--- src/rtl/chimera_clu_gate_ctrl.sv ---
// rtl/chimera_clu_gate_ctrl.sv - per-cluster clock-gate sequencer: isolate, drain, gate, wake.
// Optional drain timeout enabled by defining CHIMERA_CLU_GATE_TIMEOUT_EN.
module chimera_clu_gate_ctrl #(
    parameter int unsigned NumClusters   = 5,
    parameter int unsigned OutstWidth    = 4,
    parameter int unsigned WakeCycles    = 4,
    parameter int unsigned TimeoutCycles = 1024
) (
    input  logic                     clk_i,
    input  logic                     rst_i,
    input  logic [NumClusters-1:0]   gate_req_i,
    input  logic [2*NumClusters-1:0] txn_start_i,
    input  logic [2*NumClusters-1:0] txn_done_i,
    output logic [NumClusters-1:0]   isolate_o,
    output logic [NumClusters-1:0]   clk_en_o,
    output logic [NumClusters-1:0]   gated_o,
    output logic [NumClusters-1:0]   timeout_o
);

    typedef enum logic [1:0] {RUN, DRAIN, GATED, WAKE} clu_state_e;

    localparam int unsigned WakeW = (WakeCycles > 1) ? $clog2(WakeCycles) : 1;
    localparam logic [OutstWidth-1:0] CntMax  = '1;
    localparam logic [OutstWidth-1:0] CntHigh = {{(OutstWidth-1){1'b1}}, 1'b0};

    for (genvar c = 0; c < NumClusters; c++) begin : g_clu
        clu_state_e            state_q, state_d;
        logic [OutstWidth-1:0] cnt_q, cnt_d;
        logic [WakeW-1:0]      wake_q, wake_d;
        logic [1:0]            st, dn, pop_s, pop_d;
        logic [OutstWidth:0]   sum_up, diff;
        logic                  busy, to_hit, to_block;

        assign st    = txn_start_i[2*c +: 2];
        assign dn    = txn_done_i[2*c +: 2];
        assign pop_s = {1'b0, st[1]} + {1'b0, st[0]};
        assign pop_d = {1'b0, dn[1]} + {1'b0, dn[0]};
        assign busy  = (|st) | (|dn);

        // Saturating outstanding counter, evaluated one bit wider than cnt
        always_comb begin
            sum_up = {1'b0, cnt_q} + {{(OutstWidth-1){1'b0}}, pop_s};
            diff   = '0;
            cnt_d  = '0;
            if (sum_up >= {{(OutstWidth-1){1'b0}}, pop_d}) begin
                diff  = sum_up - {{(OutstWidth-1){1'b0}}, pop_d};
                cnt_d = diff[OutstWidth] ? CntMax : diff[OutstWidth-1:0];
            end
        end

        always_comb begin
            state_d = state_q;
            wake_d  = wake_q;
            unique case (state_q)
                RUN: begin
                    if (gate_req_i[c] && !to_block) state_d = DRAIN;
                end
                DRAIN: begin
                    if (!gate_req_i[c])               state_d = RUN;
                    else if (cnt_q == '0 && !busy)    state_d = GATED;
                    else if (to_hit)                  state_d = RUN;
                end
                GATED: begin
                    if (!gate_req_i[c]) begin
                        state_d = WAKE;
                        wake_d  = WakeW'(WakeCycles - 1);
                    end
                end
                WAKE: begin
                    if (wake_q == '0) state_d = RUN;
                    else              wake_d  = wake_q - WakeW'(1);
                end
                default: state_d = RUN;
            endcase
        end

        always_ff @(posedge clk_i) begin
            if (rst_i) begin
                state_q <= RUN;
                cnt_q   <= '0;
                wake_q  <= '0;
            end else begin
                state_q <= state_d;
                cnt_q   <= cnt_d;
                wake_q  <= wake_d;
            end
        end

`ifdef CHIMERA_CLU_GATE_TIMEOUT_EN
        localparam int unsigned TimerW = (TimeoutCycles > 2) ? $clog2(TimeoutCycles) : 1;
        logic [TimerW-1:0] timer_q;
        logic              to_q;

        assign to_hit   = (timer_q == TimerW'(TimeoutCycles - 1));
        assign to_block = to_q;

        // Timer only advances while staying in DRAIN; the flag holds until the request drops
        always_ff @(posedge clk_i) begin
            if (rst_i) begin
                timer_q <= '0;
                to_q    <= 1'b0;
            end else begin
                timer_q <= (state_q == DRAIN && state_d == DRAIN) ? timer_q + TimerW'(1) : '0;
                if (!gate_req_i[c])
                    to_q <= 1'b0;
                else if (state_q == DRAIN && state_d == RUN)
                    to_q <= 1'b1;
            end
        end

        assign timeout_o[c] = to_q;
`else
        assign to_hit       = 1'b0;
        assign to_block     = 1'b0;
        assign timeout_o[c] = 1'b0;
`endif

        assign clk_en_o[c]  = (state_q != GATED);
        assign gated_o[c]   = (state_q == GATED);
        assign isolate_o[c] = (state_q != RUN) || (cnt_q >= CntHigh);
    end

endmodule

--- config.mk ---
export PLATFORM = sky130hd
export DESIGN_NAME = chimera_clu_gate_ctrl
export DESIGN_NICKNAME = d
export VERILOG_FILES = /design/src/rtl/chimera_clu_gate_ctrl.sv
export SDC_FILE = /design/constraint.sdc
export NUM_CORES = 1
export LEC_CHECK = 0
export CORE_MARGIN = 3
export CORE_UTILIZATION = 59
export DETAILED_ROUTE_END_ITERATION = 16
export PLACE_DENSITY = 0.94
export SYNTH_ARGS = -nofsm -noshare
export SYNTH_HDL_FRONTEND = slang
export SYNTH_SLANG_ARGS = --single-unit
--- constraint.sdc ---
create_clock -name clk_i -period 7.4 [get_ports clk_i]
set_input_delay 1.48 -clock clk_i [delete_from_list [all_inputs] [get_ports clk_i]]
set_output_delay 1.48 -clock clk_i [all_outputs]
set_load 0.05 [all_outputs]
## Word level (Yosys, flattened, before mapping)

Index checks and enable logic that the tools add are counted.

| word-level totals | value |
|---|---|
| memories | 0 |
| bits in registers | 40 |
| ROM bits | 0 |
| bits in latches | 0 |
| bits in writable memories | 0 |
| word-level logic and storage cells | 215 |
| output and inout port bits | 20 |

| cells by class | value |
|---|---|
| equality and inequality tests | 45 |
| shift operators | 0 |
| reductions and logical operators | 65 |
| $lt $le $gt $ge | 10 |
| multiplexer cells | 45 |
| $add $sub $neg | 25 |
| multiply operators | 0 |
| div/mod/pow operators | 0 |
| bitwise logic cells | 10 |

Operators by type and width:

| cell | count |
|---|---|
| 2-bit two-way mux | 30 |
| 2-bit inequality test, second input constant | 25 |
| 2-bit one-hot mux with 4 select lines | 5 |
| 2-bit OR reduction | 15 |
| 4-bit by 2-bit adder with 5-bit output | 5 |
| 5-bit by 2-bit >= comparator with 1-bit output | 5 |
| 5-bit by 2-bit subtractor with 5-bit output | 5 |
| 1-bit by 1-bit adder with 2-bit output | 10 |
| 2-bit equality test, second input constant | 10 |
| 4-bit >= comparator, second input constant | 5 |
| 2-bit zero test | 10 |
| 4-bit zero test | 5 |
| 4-bit two-way mux | 5 |
| 2-bit one-hot mux with 2 select lines | 5 |
| 4-bit AND reduction | 5 |
| 2-bit nonzero test | 10 |
| 3-bit inequality test, second input constant | 5 |
| 3-bit AND reduction | 5 |
| 2-bit by 1-bit equality test with 1-bit output, second input constant | 5 |
| 2-bit by 1-bit subtractor with 2-bit output, second input constant | 5 |
| 1-bit logical AND | 5 |
| 1-bit zero test | 5 |
| 1-bit logical OR | 5 |
| 1-bit inverter | 5 |
| 1-bit bitwise OR | 5 |

## Depth between registers and ports, before layout

Gate-level depths: netlist of run 1.

| logic depth | value |
|---|---|
| word-level depth | 7 |
| depth in mapped cells | 10 |

## Worst setup path after synthesis of run 1

No wires, ideal clock.

| timing | value |
|---|---|
| path kind | input port to flip-flop |
| from | in txn_start_i[0] |
| to | reg g_clu[0].cnt_q[0] |
| slack | 3,978 ps |
| buffers on the path | 0 |
| arrival time | 3,299 ps |
| library setup time | 122 ps |
| data required time | 7,278 ps |
| stages | 7 |
| cell sequence | fa_1 > ha_1 > ha_1 > nor2b_1 > a311oi_1 > a31oi_1 > a21boi_0 |

| on the way | value |
|---|---|
| longest elaborated chain between the ends | 5 |
| elaborated cells on any way between the ends | 7 |
| those cells by class | add/sub (3); order compare (1); mux (1); bitwise (1); reduce/logical (1) |

RTL lines:

| what | line | RTL |
|---|---|---|
| start, declared | 12 | `input logic [2*NumClusters-1:0] txn_start_i,` |
| 1-bit by 1-bit adder with 2-bit output (*) | 36 | `assign pop_s = {1'b0, st[1]} + {1'b0, st[0]};` |
| 4-bit by 2-bit adder with 5-bit output (*) | 42 | `sum_up = {1'b0, cnt_q} + {{(OutstWidth-1){1'b0}}, pop_s};` |
| 5-bit by 2-bit >= comparator with 1-bit output | 45 | `if (sum_up >= {{(OutstWidth-1){1'b0}}, pop_d}) begin` |
| 1-bit inverter (no line) | -- |  |
| 2-bit OR reduction (no line) | -- |  |
| end signal, assigned | 84 | `cnt_q <= cnt_d;` |
| end, declared | 28 | `logic [OutstWidth-1:0] cnt_q, cnt_d;` |

Every way passes the cells marked *; elsewhere a longest branch is shown, timed or not.
A chain may end at the register's enable or synchronous reset.

## Final worst setup path of run 1

| timing | value |
|---|---|
| from | in txn_start_i[2] |
| to | reg g_clu[1].cnt_q[3] |

| on the way | value |
|---|---|
| longest elaborated chain between the ends | 5 |
| elaborated cells on any way between the ends | 7 |
| those cells by class | add/sub (3); order compare (1); mux (1); bitwise (1); reduce/logical (1) |

RTL lines:

| what | line |
|---|---|
| 1-bit by 1-bit adder with 2-bit output (*) | 36 |
| 4-bit by 2-bit adder with 5-bit output (*) | 42 |
| 5-bit by 2-bit >= comparator with 1-bit output | 45 |
| 1-bit inverter (no line) | -- |
| 2-bit OR reduction (no line) | -- |
| end signal, assigned | 84 |
| end, declared | 28 |

Marks and branches as above.

==> Flow_metrics.wiki, run 1 <==
{| class="wikitable"
! Metric !! Value
|-
| Count of boundary I/O pins || 47
|-
| Total track usage || 21.1%
|-
| Async set-reset flop share out of synthesis || 0%
|-
| Vias per inst || 5.68
|-
| Leakage power total || 1.51 nW
|-
| Total of warnings raised by yosys || 0
|-
| Top FF cell, synth || sky130_fd_sc_hd__dfxtp_1
|-
| Count of nets left with antenna violations after detail routing || 0
|-
| Worst reg2reg setup slack || 5.00 ns
|-
| Post-cts sizing count || 0
|-
| Maximum number of pins on one net before global-route repair || 28
|-
| Number of setup violations in the final report || 0
|-
| Clock Latency Late Sink || 0.28 ns
|-
| Launch point of the worst reg-to-reg path || g_clu[1].cnt_q[0]
|-
| List of cells traversed by the critical path || clkdlybuf4s50_1 -> fa_1 -> ha_1 -> fa_1 -> a21oi_1 -> a21oi_1 -> o21ai_0 -> o21a_1
|-
| Type of destination of the critical path || flop
|-
| Dpl cell area || 3470 µm²
|-
| Flop and latch count out of synthesis || 40
|-
| Max rail drop VDD || 0.148 mV
|-
| Number of hold buffers added after cts || 0
|-
| Starting density of the core || 62.9%
|-
| Number of cells produced by synthesis || 374
|-
| Longest Clk Path Bufs || 2
|-
| Arrival time worst endpoint || 4.03 ns
|-
| Cell with the biggest individual delay on the critical path || sky130_fd_sc_hd__fa_1
|-
| Post-layout min period || 3.80 ns
|-
| Startpoint types || input port
|-
| Slew HR || 66.6%
|-
| Worst Skew || 0.00497 ns
|-
| Basic-gate share of the synthesized area counting and, or, nand and nor cells || 15.0%
|-
| Port Buf Inserts || 41
|-
| Number of stages on the worst hold path || 2
|-
| Cell area after layout || 3560 µm²
|-
| Number of flops mapped to enable cells by yosys || 0
|-
| Deepest level of the CTS H-tree || 2
|-
| Sequential-to-total area share from yosys stat || 26.1%
|-
| Violation count after the first detailed-routing iteration || 99
|-
| Highest fanout seen on the critical path || 6
|-
| Number of global-route vias before repair || 2541
|-
| Fillers || 372
|-
| Share of synthesized area spent on multiplexers || 1.31%
|-
| Synthesized-area fraction occupied by xor and xnor cells || 6.28%
|-
| Final Cycle Share || 51.3%
|-
| Setup TNS Final || 0 ns
|-
| Largest stage delay on the critical path || 0.54 ns
|-
| Global-route wire length before repair || 10700 µm
|-
| Relative area change from synthesis to final layout || 15.9%
|-
| Max-slew violations || 0
|-
| Reg-to-Reg End || g_clu[1].cnt_q[3]
|-
| Aggregate routed wire length || 6260 µm
|-
| Leftover overflow at the end of global routing || 0
|-
| Placeable core region || 4880 µm²
|-
| Clock buffer count from CTS || 5
|-
| Count of nets after finishing || 472
|-
| Die W || 78.1 µm
|-
| Hold Path Origin || g_clu[4].wake_q[1]
|-
| Result of the run || finished, final reports clean
|-
| R2R depth || 7
|-
| Area of the die || 6100 µm²
|-
| Sinks on the clock net || 40
|-
| Share of layout cells above drive strength 1 || 3.69%
|-
| Mapped cell area || 3070 µm²
|-
| Via count of the routed design || 2689
|-
| Unrepaired setup endpoints after global routing || no
|-
| Die height || 78.1 µm
|-
| Worst-path clk slew || 0.07 ns
|-
| WL/cell || 13.2 µm
|-
| Hold Path End || g_clu[4].wake_q[1]
|-
| Synthesized area per cell || 8.20 µm²
|-
| Measured slew at the worst slew-check pin || 0.499 ns
|-
| Post-detailed-route DRC marker count || 0
|-
| Number of buffer and inverter instances along the worst setup path || 1
|-
| Hold Crit Class || flop to flop
|-
| Cell Rows || 25
|-
| Maximum achievable frequency || 263 MHz
|-
| Final cell utilization of the core || 72.9%
|-
| Distinct cells, synth || 52
|-
| TritonRoute pass-1 iters || 4
|-
| Fin. Hold Viols || 0
|-
| Final HPWL from detailed placement || 4860 µm
|-
| Max-capacitance violation count || 0
|-
| Root buffer selected by CTS || sky130_fd_sc_hd__clkbuf_8
|-
| Required time of the critical path || 7.64 ns
|-
| Dominant combinational cell family by area after synthesis || compound AO/OA/AOI/OAI gates
|-
| Power density normalized to cell area || 290 nW/µm²
|-
| Synthesized-area fraction occupied by ao, oa, aoi and oai cells || 21.6%
|-
| Antenna diodes || 0
|-
| TritonCTS clock tree || done
|-
| Initial antenna violation count || 0
|-
| Largest delay share family, worst path || adder cells
|-
| Adder-Cell Fraction of Synth Area || 18.8%
|-
| Placer congestion estimate || 0.913
|-
| Buffers inserted by post-CTS timing repair || 0
|-
| Type of the worst setup path || input port to flop
|}
## per-stage QoR
stage,setup WS [ns],hold slack (ns),instances,power (mW)
after floorplan,3.98,0.467,378,0.768
after global placement,3.39,0.479,465,0.851
after detailed placement,3.32,0.499,465,0.880
after CTS,3.61,0.509,473,1.04
after global routing,3.47,0.526,473,1.12
final,3.60,0.504,473,1.03
## worst max-delay path by stage
stage	start	end	slack (ns)	depth (start not counted)
finish	txn_start_i[2]	g_clu[1].cnt_q[3]	3.60	8
global route	txn_start_i[0]	g_clu[0].cnt_q[0]	3.47	8
CTS	txn_start_i[2]	g_clu[1].cnt_q[3]	3.61	8
detailed placement	txn_start_i[0]	g_clu[0].cnt_q[0]	3.32	8
global placement	txn_start_i[0]	g_clu[0].cnt_q[0]	3.39	8
floorplan	txn_start_i[0]	g_clu[0].cnt_q[0]	3.98	7
## kinds of logic (layout without fill, tap and decap cells)
family,count (synthesis),in the layout
buffers and inverters,79,107
muxes,4,4
AOI/OAI and AO/OA,97,97
DFF,40,40
adders and majority gates,40,40
xor gates and xnor gates,22,22
other,1,5
and+or+nand+nor,91,91
## placed cells by master, fill, tap and decap left out, drive strengths merged, types with 9 or more instances in the layout
master,synthesis,final
xor2,13,13
a31oi,10,10
dfxtp,40,40
nand3,15,15
fa,10,10
ha,30,30
nor2,26,26
clkdlybuf4s50,0,41
inv,57,57
nor3,9,9
xnor2,9,9
o21ai,20,20
a211oi,9,9
a21oi,22,22
nand2,16,16
## worst reg2reg max path: cells and delay by family, from the launching register on
kind	cells	cell delay, ns
adder cells (fa/ha/maj)	3	1.30
AO/OA/AOI/OAI	4	0.73
flip-flops	1	0.32
## cells in the mapped netlist, drive strengths merged, types with 3 or more instances
cell type  instances  area [µm²]
a211oi             9        77.6
a21oi             22         110
a221oi             8        76.3
a311o              5        50.1
a311oi             3        26.3
a31oi             10        62.6
buf               15        91.3
clkbuf             7        26.3
dfxtp             40         801
fa                10         200
ha                30         375
inv               57         214
mux2i              4        40.0
nand2             16        60.1
nand2b             5        31.3
nand3             15        80.1
nor2              26        97.6
nor3               9        45.0
nor4               7        58.8
o21a               7        52.6
o21ai             20         100
xnor2              9        78.8
xor2              13         114
## area by class of cell
class                   instances  area (µm²)  area share [%]
clock buffers                   8        90.1            2.53
well taps                      67        83.8            2.36
inverters                      57         214            6.01
repair buffers                 42         418            11.7
flip-flops and latches         40         801            22.5
multi-input cells             259        1950            54.8
## report_power, final
group	switching, mW	internal, mW	leakage, nW
clock network	0.0724	0.0761	0.0455
logic	0.290	0.248	1.13
registers	0.0799	0.265	0.328
total	0.442	0.589	1.51
## metal layers
metal	share of wire (%)	vias to the layer above	global-route usage, %
met2	52	60	38.2
met4	1.1	0	7.69
li1	-	1357	-
met1	43	1263	24.6
met3	4.3	9	4.01
met5	0	-	0
No activity file was read; power rests on OpenSTA's default activity.
==> run 2, diff against run 1 <==
- CORE_UTILIZATION: 59 -> 49
- PLACE_DENSITY: 0.94 -> 0.84
- clock period: 7.4 -> 3.3 ns (I/O delays scaled with it)
==> run 2 against run 1 <==
Effect of this change:
- via count fell by 1.4%
- sequential power rose by 120%
- global-route usage fell by 4.4 points
- critical path depth did not move
- clock skew rose by 0.0062 ns
- worst hold slack got worse by 0.00079 ns
- critical path type unchanged
- register-to-register slack got worse by 4.1 ns
- count of clock-buffer cells in the layout fell by 2
- flip-flop and latch count did not move
==> Flow_metrics.wiki, run 2 (synthesized netlist as in run 1, its figures left out) <==
{| class="wikitable"
! Metric !! Value
|-
| Type of destination of the critical path || flop
|-
| TritonCTS clock tree || done
|-
| Post-cts sizing count || 0 (unchanged)
|-
| Power density normalized to cell area || 657 nW/µm² (+130%)
|-
| Buffers inserted by post-CTS timing repair || 0 (unchanged)
|-
| Die W || 85.1 µm (+9.0%)
|-
| Root buffer selected by CTS || sky130_fd_sc_hd__clkbuf_8
|-
| Clock buffer count from CTS || 5 (unchanged)
|-
| Final Cycle Share || 88.9%
|-
| Max rail drop VDD || 0.378 mV (+150%)
|-
| Cell Rows || 28 (+12%)
|-
| Post-route total power || 2.36 mW (+130%)
|-
| Maximum achievable frequency || 341 MHz
|-
| Count of nets after finishing || 473 (+0.21%)
|-
| WL/cell || 12.3 µm (-6.9%)
|-
| Relative area change from synthesis to final layout || 17.1%
|-
| Net switching power of the design || 984 µW (+120%)
|-
| Required time of the critical path || 3.47 ns (-4.17 ns)
|-
| Sinks on the clock net || 40 (unchanged)
|-
| Port Buf Inserts || 41 (unchanged)
|-
| Via count of the routed design || 2652 (-1.4%)
|-
| Unrepaired setup endpoints after global routing || no
|-
| Placer congestion estimate || 0.868 (-4.9%)
|-
| Cell with the biggest individual delay on the critical path || sky130_fd_sc_hd__fa_1
|-
| Final setup margin || 0.366 ns (-3.24 ns)
|-
| Leakage power total || 1.52 nW (+0.94%)
|-
| Area of the die || 7250 µm² (+19%)
|-
| Clk pwr share || 16.6% (+2.2 points)
|-
| Leftover overflow at the end of global routing || 0 (unchanged)
|-
| Relative contribution of sequential cells to total power || 32.7% (-0.8 points)
|-
| Longest Clk Path Bufs || 2 (unchanged)
|-
| Max-capacitance violation count || 0 (unchanged)
|-
| Clock Latency Late Sink || 0.29 ns (about the same)
|-
| Number of setup violations in the final report || 0 (unchanged)
|-
| Post-detailed-route DRC marker count || 0 (unchanged)
|-
| Largest delay share family, worst path || adder cells
|-
| Aggregate routed wire length || 5940 µm (-5.1%)
|-
| Type of the worst setup path || input port to flop
|-
| Measured slew at the worst slew-check pin || 0.506 ns (+0.00641 ns)
|-
| Internal portion of total power || 1.38 mW (+130%)
|-
| List of cells traversed by the critical path || clkdlybuf4s50_1 -> fa_1 -> ha_1 -> ha_1 -> nor2b_1 -> a311oi_1 -> a31oi_1 -> a21boi_0
|-
| Placeable core region || 5990 µm² (+23%)
|-
| Max-slew violations || 0 (unchanged)
|-
| Post-layout min period || 2.93 ns
|-
| Critical Path Most Common Cell || sky130_fd_sc_hd__ha_1
|-
| Vias per inst || 5.50 (-3.2%)
|-
| Hold Crit Class || flop to flop
|-
| Violation count after the first detailed-routing iteration || 58 (-41%)
|-
| Largest stage delay on the critical path || 0.49 ns (-0.05 ns)
|-
| Pre-CTS setup slack || 0.0665 ns (-3.25 ns)
|-
| Startpoint types || input port
|-
| Combinational share of power || 50.7% (-1.4 points)
|-
| Number of buffer and inverter instances along the worst setup path || 1 (unchanged)
|-
| Worst reg2reg setup slack || 0.94 ns (-4.06 ns)
|-
| TritonRoute pass-1 iters || 4 (unchanged)
|-
| Fin. Hold Viols || 0 (unchanged)
|-
| Deepest level of the CTS H-tree || 2 (unchanged)
|-
| Worst-path clk slew || 0.08 ns (about the same)
|-
| Number of global-route vias before repair || 2428 (-4.4%)
|-
| Final HPWL from detailed placement || 4540 µm (-6.6%)
|-
| Count of nets left with antenna violations after detail routing || 0 (unchanged)
|-
| Result of the run || finished, final reports clean
|-
| Share of layout cells above drive strength 1 || 4.18% (+0.48 points)
|-
| Most frequent cells in the layout || 57 x sky130_fd_sc_hd__inv_1, 41 x sky130_fd_sc_hd__clkdlybuf4s50_1, 40 x sky130_fd_sc_hd__dfxtp_1, 30 x sky130_fd_sc_hd__ha_1, 26 x sky130_fd_sc_hd__nor2_1
|-
| Maximum number of pins on one net before global-route repair || 28 (unchanged)
|-
| Global-route wire length before repair || 10100 µm (-6.2%)
|-
| Arrival time worst endpoint || 3.11 ns (-0.92 ns)
|-
| Worst Skew || 0.0112 ns (+0.00620 ns)
|-
| Antenna diodes || 0 (unchanged)
|-
| Starting density of the core || 51.2% (-12 points)
|-
| Setup TNS Final || 0 ns (unchanged)
|-
| Total track usage || 16.7% (-4.4 points)
|-
| Slew HR || 66.2% (-0.43 points)
|-
| Number of hold buffers added after cts || 0 (unchanged)
|-
| Die height || 85.1 µm (+9.0%)
|-
| Switching share of power || 41.6% (-1.2 points)
|-
| Initial antenna violation count || 0 (unchanged)
|-
| Count of boundary I/O pins || 47 (unchanged)
|-
| Highest fanout seen on the critical path || 3 (-3)
|-
| Most common library cell in the layout ignoring fill and taps || sky130_fd_sc_hd__inv_1
|}
-- run 2: cell type report --
type,count,area [µm²]
Fill cell,512,2400
Multi-Input combinational cell,259,1950
Sequential cell,40,801
Timing Repair Buffer,43,425
Inverter,57,214
Tap cell,75,93.8
Clock buffer,6,72.6
Clock inverter,2,35.0
-- run 2: worst paths after layout --
path,from,to,cells after the start
setup / recovery,txn_start_i[0],g_clu[0].cnt_q[0],8
hold / removal,g_clu[2].wake_q[1],g_clu[2].wake_q[1],2
setup reg to reg,g_clu[2].cnt_q[0],g_clu[2].cnt_q[0],6
hold reg to reg,g_clu[2].wake_q[1],g_clu[2].wake_q[1],2
-- run 2: through the flow --
stage	instance area, µm²	utilization [%]	hold slack [ns]	std cells
after floorplan	3080	-	0.467	378
after global placement	3480	58.2	0.480	474
after detailed placement	3480	58.2	0.489	474
after CTS	3590	60.0	0.501	482
after global routing	3590	60.0	0.527	482
final	3590	60.0	0.503	482
-- run 2: power groups by stage --
stage	clock network (mW)	logic, mW	registers, mW
2_1_floorplan	0	1.04	0.676
3_3_place_gp	0	1.14	0.777
3_5_place_dp	0	1.18	0.779
4_1_cts	0.407	1.19	0.768
5_1_grt	0.426	1.36	0.794
6_report	0.393	1.20	0.772
-- run 2: worst min-delay path, stage by stage, from the launching register on --
cell	delay [ns]
sky130_fd_sc_hd__dfxtp_1	0.31
sky130_fd_sc_hd__inv_1	0.07
sky130_fd_sc_hd__a221oi_1	0.07
-- run 2: metal layers --
layer / wire, µm / vias up / global-route usage [%]
met5: 0 / - / 0
met4: 73 / 0 / 4.89
met3: 209 / 9 / 4.37
met2: 2940 / 49 / 29.4
met1: 2720 / 1242 / 20.0
li1: - / 1352 / -
